`config.mk`:
```
export PLATFORM = sky130hd
export DESIGN_NAME = input_debouncer
export DESIGN_NICKNAME = d
export VERILOG_FILES = /design/src/rtl/input_debouncer.sv
export SDC_FILE = /design/constraint.sdc
export NUM_CORES = 1
export LEC_CHECK = 0
export CAP_MARGIN = 20
export CORE_AREA = 3 3 138 140
export DETAILED_ROUTE_END_ITERATION = 8
export DIE_AREA = 0 0 141 143
export GPL_TIMING_DRIVEN = 0
export SETUP_SLACK_MARGIN = 0.02
export SYNTH_ARGS = -nofsm -noshare
export SYNTH_HDL_FRONTEND = slang
export SYNTH_SLANG_ARGS = --single-unit
```
`constraint.sdc`:
```
create_clock -name clk_system_i -period 2.6 [get_ports clk_system_i]
set_input_delay 0.78 -clock clk_system_i [delete_from_list [all_inputs] [get_ports clk_system_i]]
set_output_delay 0.78 -clock clk_system_i [all_outputs]
set_load 0.03 [all_outputs]
```
`src/rtl/input_debouncer.sv`:
```
// Multi-channel switch/button debouncer: per-channel synchronizer, stability
// counter and accept FSM, with registered level, edge and any-change outputs.
module input_debouncer #(
    parameter int unsigned           NUM_INPUTS      = 8,
    parameter int unsigned           SYNC_STAGES     = 2,
    parameter int unsigned           DEBOUNCE_CYCLES = 12000,
    parameter logic [NUM_INPUTS-1:0] INIT_VALUE      = '0
) (
    input  logic                  clk_system_i,
    input  logic                  reset_n_i,
    input  logic [NUM_INPUTS-1:0] raw_i,
    input  logic                  clear_i,
    output logic [NUM_INPUTS-1:0] debounced_o,
    output logic [NUM_INPUTS-1:0] rise_o,
    output logic [NUM_INPUTS-1:0] fall_o,
    output logic                  changed_o
);

    localparam int unsigned        CNT_W   = $clog2(DEBOUNCE_CYCLES);
    localparam logic [CNT_W-1:0]   CNT_MAX = CNT_W'(DEBOUNCE_CYCLES - 1);
    localparam logic [CNT_W-1:0]   CNT_ONE = CNT_W'(1);

    typedef enum logic {
        STABLE  = 1'b0,
        PENDING = 1'b1
    } ch_state_t;

    logic [NUM_INPUTS-1:0] sync_q [SYNC_STAGES];
    logic [NUM_INPUTS-1:0] sampled;
    logic [NUM_INPUTS-1:0] deb_q;
    logic [NUM_INPUTS-1:0] rise_q;
    logic [NUM_INPUTS-1:0] fall_q;
    logic [CNT_W-1:0]      cnt_q   [NUM_INPUTS];
    ch_state_t             state_q [NUM_INPUTS];

    always_ff @(posedge clk_system_i or negedge reset_n_i) begin
        if (!reset_n_i) begin
            for (int unsigned k = 0; k < SYNC_STAGES; k++) begin
                sync_q[k] <= INIT_VALUE;
            end
        end else begin
            sync_q[0] <= raw_i;
            for (int unsigned k = 1; k < SYNC_STAGES; k++) begin
                sync_q[k] <= sync_q[k-1];
            end
        end
    end

    assign sampled = sync_q[SYNC_STAGES-1];

    // Edge pulses default low each cycle; an accept overrides its own bit.
    always_ff @(posedge clk_system_i or negedge reset_n_i) begin
        if (!reset_n_i) begin
            deb_q  <= INIT_VALUE;
            rise_q <= '0;
            fall_q <= '0;
            for (int unsigned i = 0; i < NUM_INPUTS; i++) begin
                cnt_q[i]   <= '0;
                state_q[i] <= STABLE;
            end
        end else begin
            rise_q <= '0;
            fall_q <= '0;
            for (int unsigned i = 0; i < NUM_INPUTS; i++) begin
                if (clear_i) begin
                    cnt_q[i]   <= '0;
                    state_q[i] <= STABLE;
                end else begin
                    case (state_q[i])
                        STABLE: begin
                            if (sampled[i] != deb_q[i]) begin
                                cnt_q[i]   <= CNT_ONE;
                                state_q[i] <= PENDING;
                            end
                        end
                        PENDING: begin
                            if (sampled[i] == deb_q[i]) begin
                                cnt_q[i]   <= '0;
                                state_q[i] <= STABLE;
                            end else if (cnt_q[i] == CNT_MAX) begin
                                deb_q[i]   <= sampled[i];
                                rise_q[i]  <= sampled[i];
                                fall_q[i]  <= ~sampled[i];
                                cnt_q[i]   <= '0;
                                state_q[i] <= STABLE;
                            end else begin
                                cnt_q[i] <= cnt_q[i] + CNT_ONE;
                            end
                        end
                        default: begin
                            cnt_q[i]   <= '0;
                            state_q[i] <= STABLE;
                        end
                    endcase
                end
            end
        end
    end

    assign debounced_o = deb_q;
    assign rise_o      = rise_q;
    assign fall_o      = fall_q;
    assign changed_o   = |(rise_q | fall_q);

endmodule

```
==> metrics <==
EDFF count, synth 0; met3 Use GR 4.889%; share of layout cells above drive strength 1 7.500%; drt total wl 18.83 mm; main combinational cell family by area after synthesis simple AND/OR/NAND/NOR gates; pre-CTS WS -923.3 ps; Yosys cell types 50; clk root buf clkbuf_16; Hold Path Class in2async; total grt overflow 0; WL/cell 16.39 µm; worst setup margin 196.7 ps; Sw Ratio 21.78%; CP max FO 2; fillers 1618; vias 6811; Final Cycle Share 92.43%; Synth area leader dfrtp_1; Finished Layout Cells 1149; Synth Area in XOR/XNOR 0.8713%; unrepaired setup endpoints after global routing false; final clock skew 8.203 ps; most frequent cell after synthesis dfrtp_1; Worst setup EP type output pin; clock network fraction of total power 48.5%; Sink Count 160; worst setup path category reg2out; Internal Pwr Total 4251 µW; row count 49; status completed; number of global-route vias before repair 6441; gp weighted congestion 0.8519; area of the die 20160 µm²; DRC 0; H-Tree Level Count 4; WHS 220.5 ps; pin count of the biggest net entering global routing 126; Worst slew margin 35.40%; post-synthesis sequential area ratio 49.79%; Flop pwr share 47.1%; max-cap violations 0; Longest Clk Path Bufs 2; worst ir drop on vdd 0.4365 mV; core area 17960 µm²; Cell Pwr Density 577.3 nW/µm²; Setup violations, final 0; Die Ht 143 µm; Async SR Flop Fraction 100.0%; Synth area leaders dfrtp_1 (50%), a31oi_1 (4.7%), a21oi_1 (4.0%); combinational share of power 4.4%; Post-Syn Area per Cell 9.472 µm²; Synth Area in Adders 2.489%; Synth top cells by count dfrtp_1 (160), nand2_1 (77), a21oi_1 (65); GR Util met1 26.41%; Hold-fix buffers, CTS 0; antenna violations before repair 0; net switching power 1184 µW; Leakage 0.004023 µW; mapped cell area 8041 µm²; Synth Area in Compound Gates 18.03%; aggregate global-route resource usage 19.26%; Data arrival, critical path 1620 ps; Post-Syn Nets 876; Syn. warnings 0; Placed Cells 1114; Min Clock Period, post-route 2403 ps; Final nets 934; area of the multi-input gates 3884 µm²; Die W 141 µm; Ports 36; Synth Instances 849; Detail Route Antenna Nets 0; Worst Tran Pin Value 961.6 ps; FMAX 416.1 MHz; grt peak-use layer met2; Area Growth Syn to Fin 17.07%; Startpoint Class flip-flop; CTS tree built; input/output buffers 35; Ant. Diodes 0; total power 5435 µW; Reg clk slew, reported paths 60 ps; Main synth FF type dfrtp_1; initial core utilization 44.77%; Final TNS setup 0 ps; Iter 0 DRT Violations 468; total CTS buffers 17; Storage cell area 4004 µm²; Post-DP HPWL 12.79 mm; Final Hold Viols 0; Post-Synth Simple-Gate Area 25.18%; number of synthesized register bits 160; global-route wire length before repair 31.56 mm; Slew Viols, Final 0; Skew-Pair Late Insertion Delay 420 ps; DRT Pass-1 Iters 5; post-synthesis mux area share 1.011%; Yosys top cell area share 49.79%; met2 Use GR 30.42%; Via density 5.928; Req. time, crit path 1820 ps
==> placed cells by master, fill, tap and decap left out, types with 12 or more instances in the layout <==
cell type	synthesis	routed
clkbuf_16	0	17
nand3b_1	13	13
nand2b_1	13	13
nor3_1	37	34
ha_1	16	16
inv_1	20	20
nor2_1	60	59
clkbuf_1	20	16
dfrtp_1	160	160
or3_1	20	20
a21oi_1	65	65
nand4_1	21	21
a31oi_1	60	60
nand3_1	54	54
and3_1	18	18
clkdlybuf4s50_1	0	32
o21ai_0	53	53
nand2_1	77	77
a21o_1	13	13
a22o_1	12	12
==> final cells by class <==
| class | count | share of cell area, % |
|---|---|---|
| inverter | 20 | 0.7974 |
| sequential | 160 | 42.53 |
| clock buffer | 21 | 4.891 |
| clock inverter | 11 | 1.715 |
| timing repair buffer | 39 | 4.240 |
| multi-input combinational | 639 | 41.25 |
| tap | 229 | 3.044 |
| buffer | 30 | 1.528 |
==> metrics by stage <==
| step | utilization [%] | area, µm² |
|---|---|---|
| final | 52.41 | 9414 |
| after floorplan | - | 8041 |
| after global routing | 52.41 | 9414 |
| after global placement | 48.31 | 8678 |
| after detailed placement | 48.49 | 8711 |
| after CTS | 52.43 | 9418 |
==> state kept, by name, indices dropped and copies added, names as in the netlist <==
name         flops
state_q          8
sampled          8
cnt_q          112
debounced_o      8
sync_q           8
rise_o           8
fall_o           8
==> kinds of logic (layout without fill, tap and decap cells) <==
group           count (synthesis)  after routing
mux                             8              8
compound gates                238            238
fa+ha+maj                      16             16
buf+inv                        50            121
xor+xnor                        8              8
simple gates                  369            369
flops                         160            160
==> layer usage <==
layer  vias to the layer above  wire [µm]
met2                       148       8714
met4                         0        203
met1                      3353       9124
met5                         -          0
li1                       3294          -
met3                        16        785
==> worst max-delay path: stages, from the launching register on <==
cell and delay (ps):
dfrtp_1 410, nor4_4 440, nand4_1 140, clkbuf_2 210
==> power groups by stage <==
| stage | logic [µW] | registers, µW | clock network (µW) |
|---|---|---|---|
| final | 239 | 2560 | 2630 |
| after global routing | 272 | 2560 | 2820 |
| after CTS | 245 | 2560 | 2700 |
| after detailed placement | 239 | 2610 | 0 |
| after global placement | 229 | 2600 | 0 |
| after floorplan | 123 | 2600 | 0 |
==> timing repair <==
item                                    in CTS  in global routing
gates cloned                                 0                  0
resized for setup                           18                  2
setup buffers                                3                  0
pin swaps                                    0                  1
endpoints found under the setup margin      71                  1
==> worst paths after layout <==
kind | start | endpoint | slack [ps] | cells past startpoint
setup / recovery | rise_o[3] | changed_o | 200 | 3
hold / removal | reset_n_i | cnt_q[49] | 220 | 1
setup reg to reg | cnt_q[0] | cnt_q[7] | 300 | 7
hold reg to reg | sync_q[15] | sampled[7] | 350 | 0
max in group asynchronous | reset_n_i | sync_q[9] | 1490 | 2
min in group clk_system_i | sync_q[15] | sampled[7] | 350 | 0
Power figures use the tool's default switching activity.
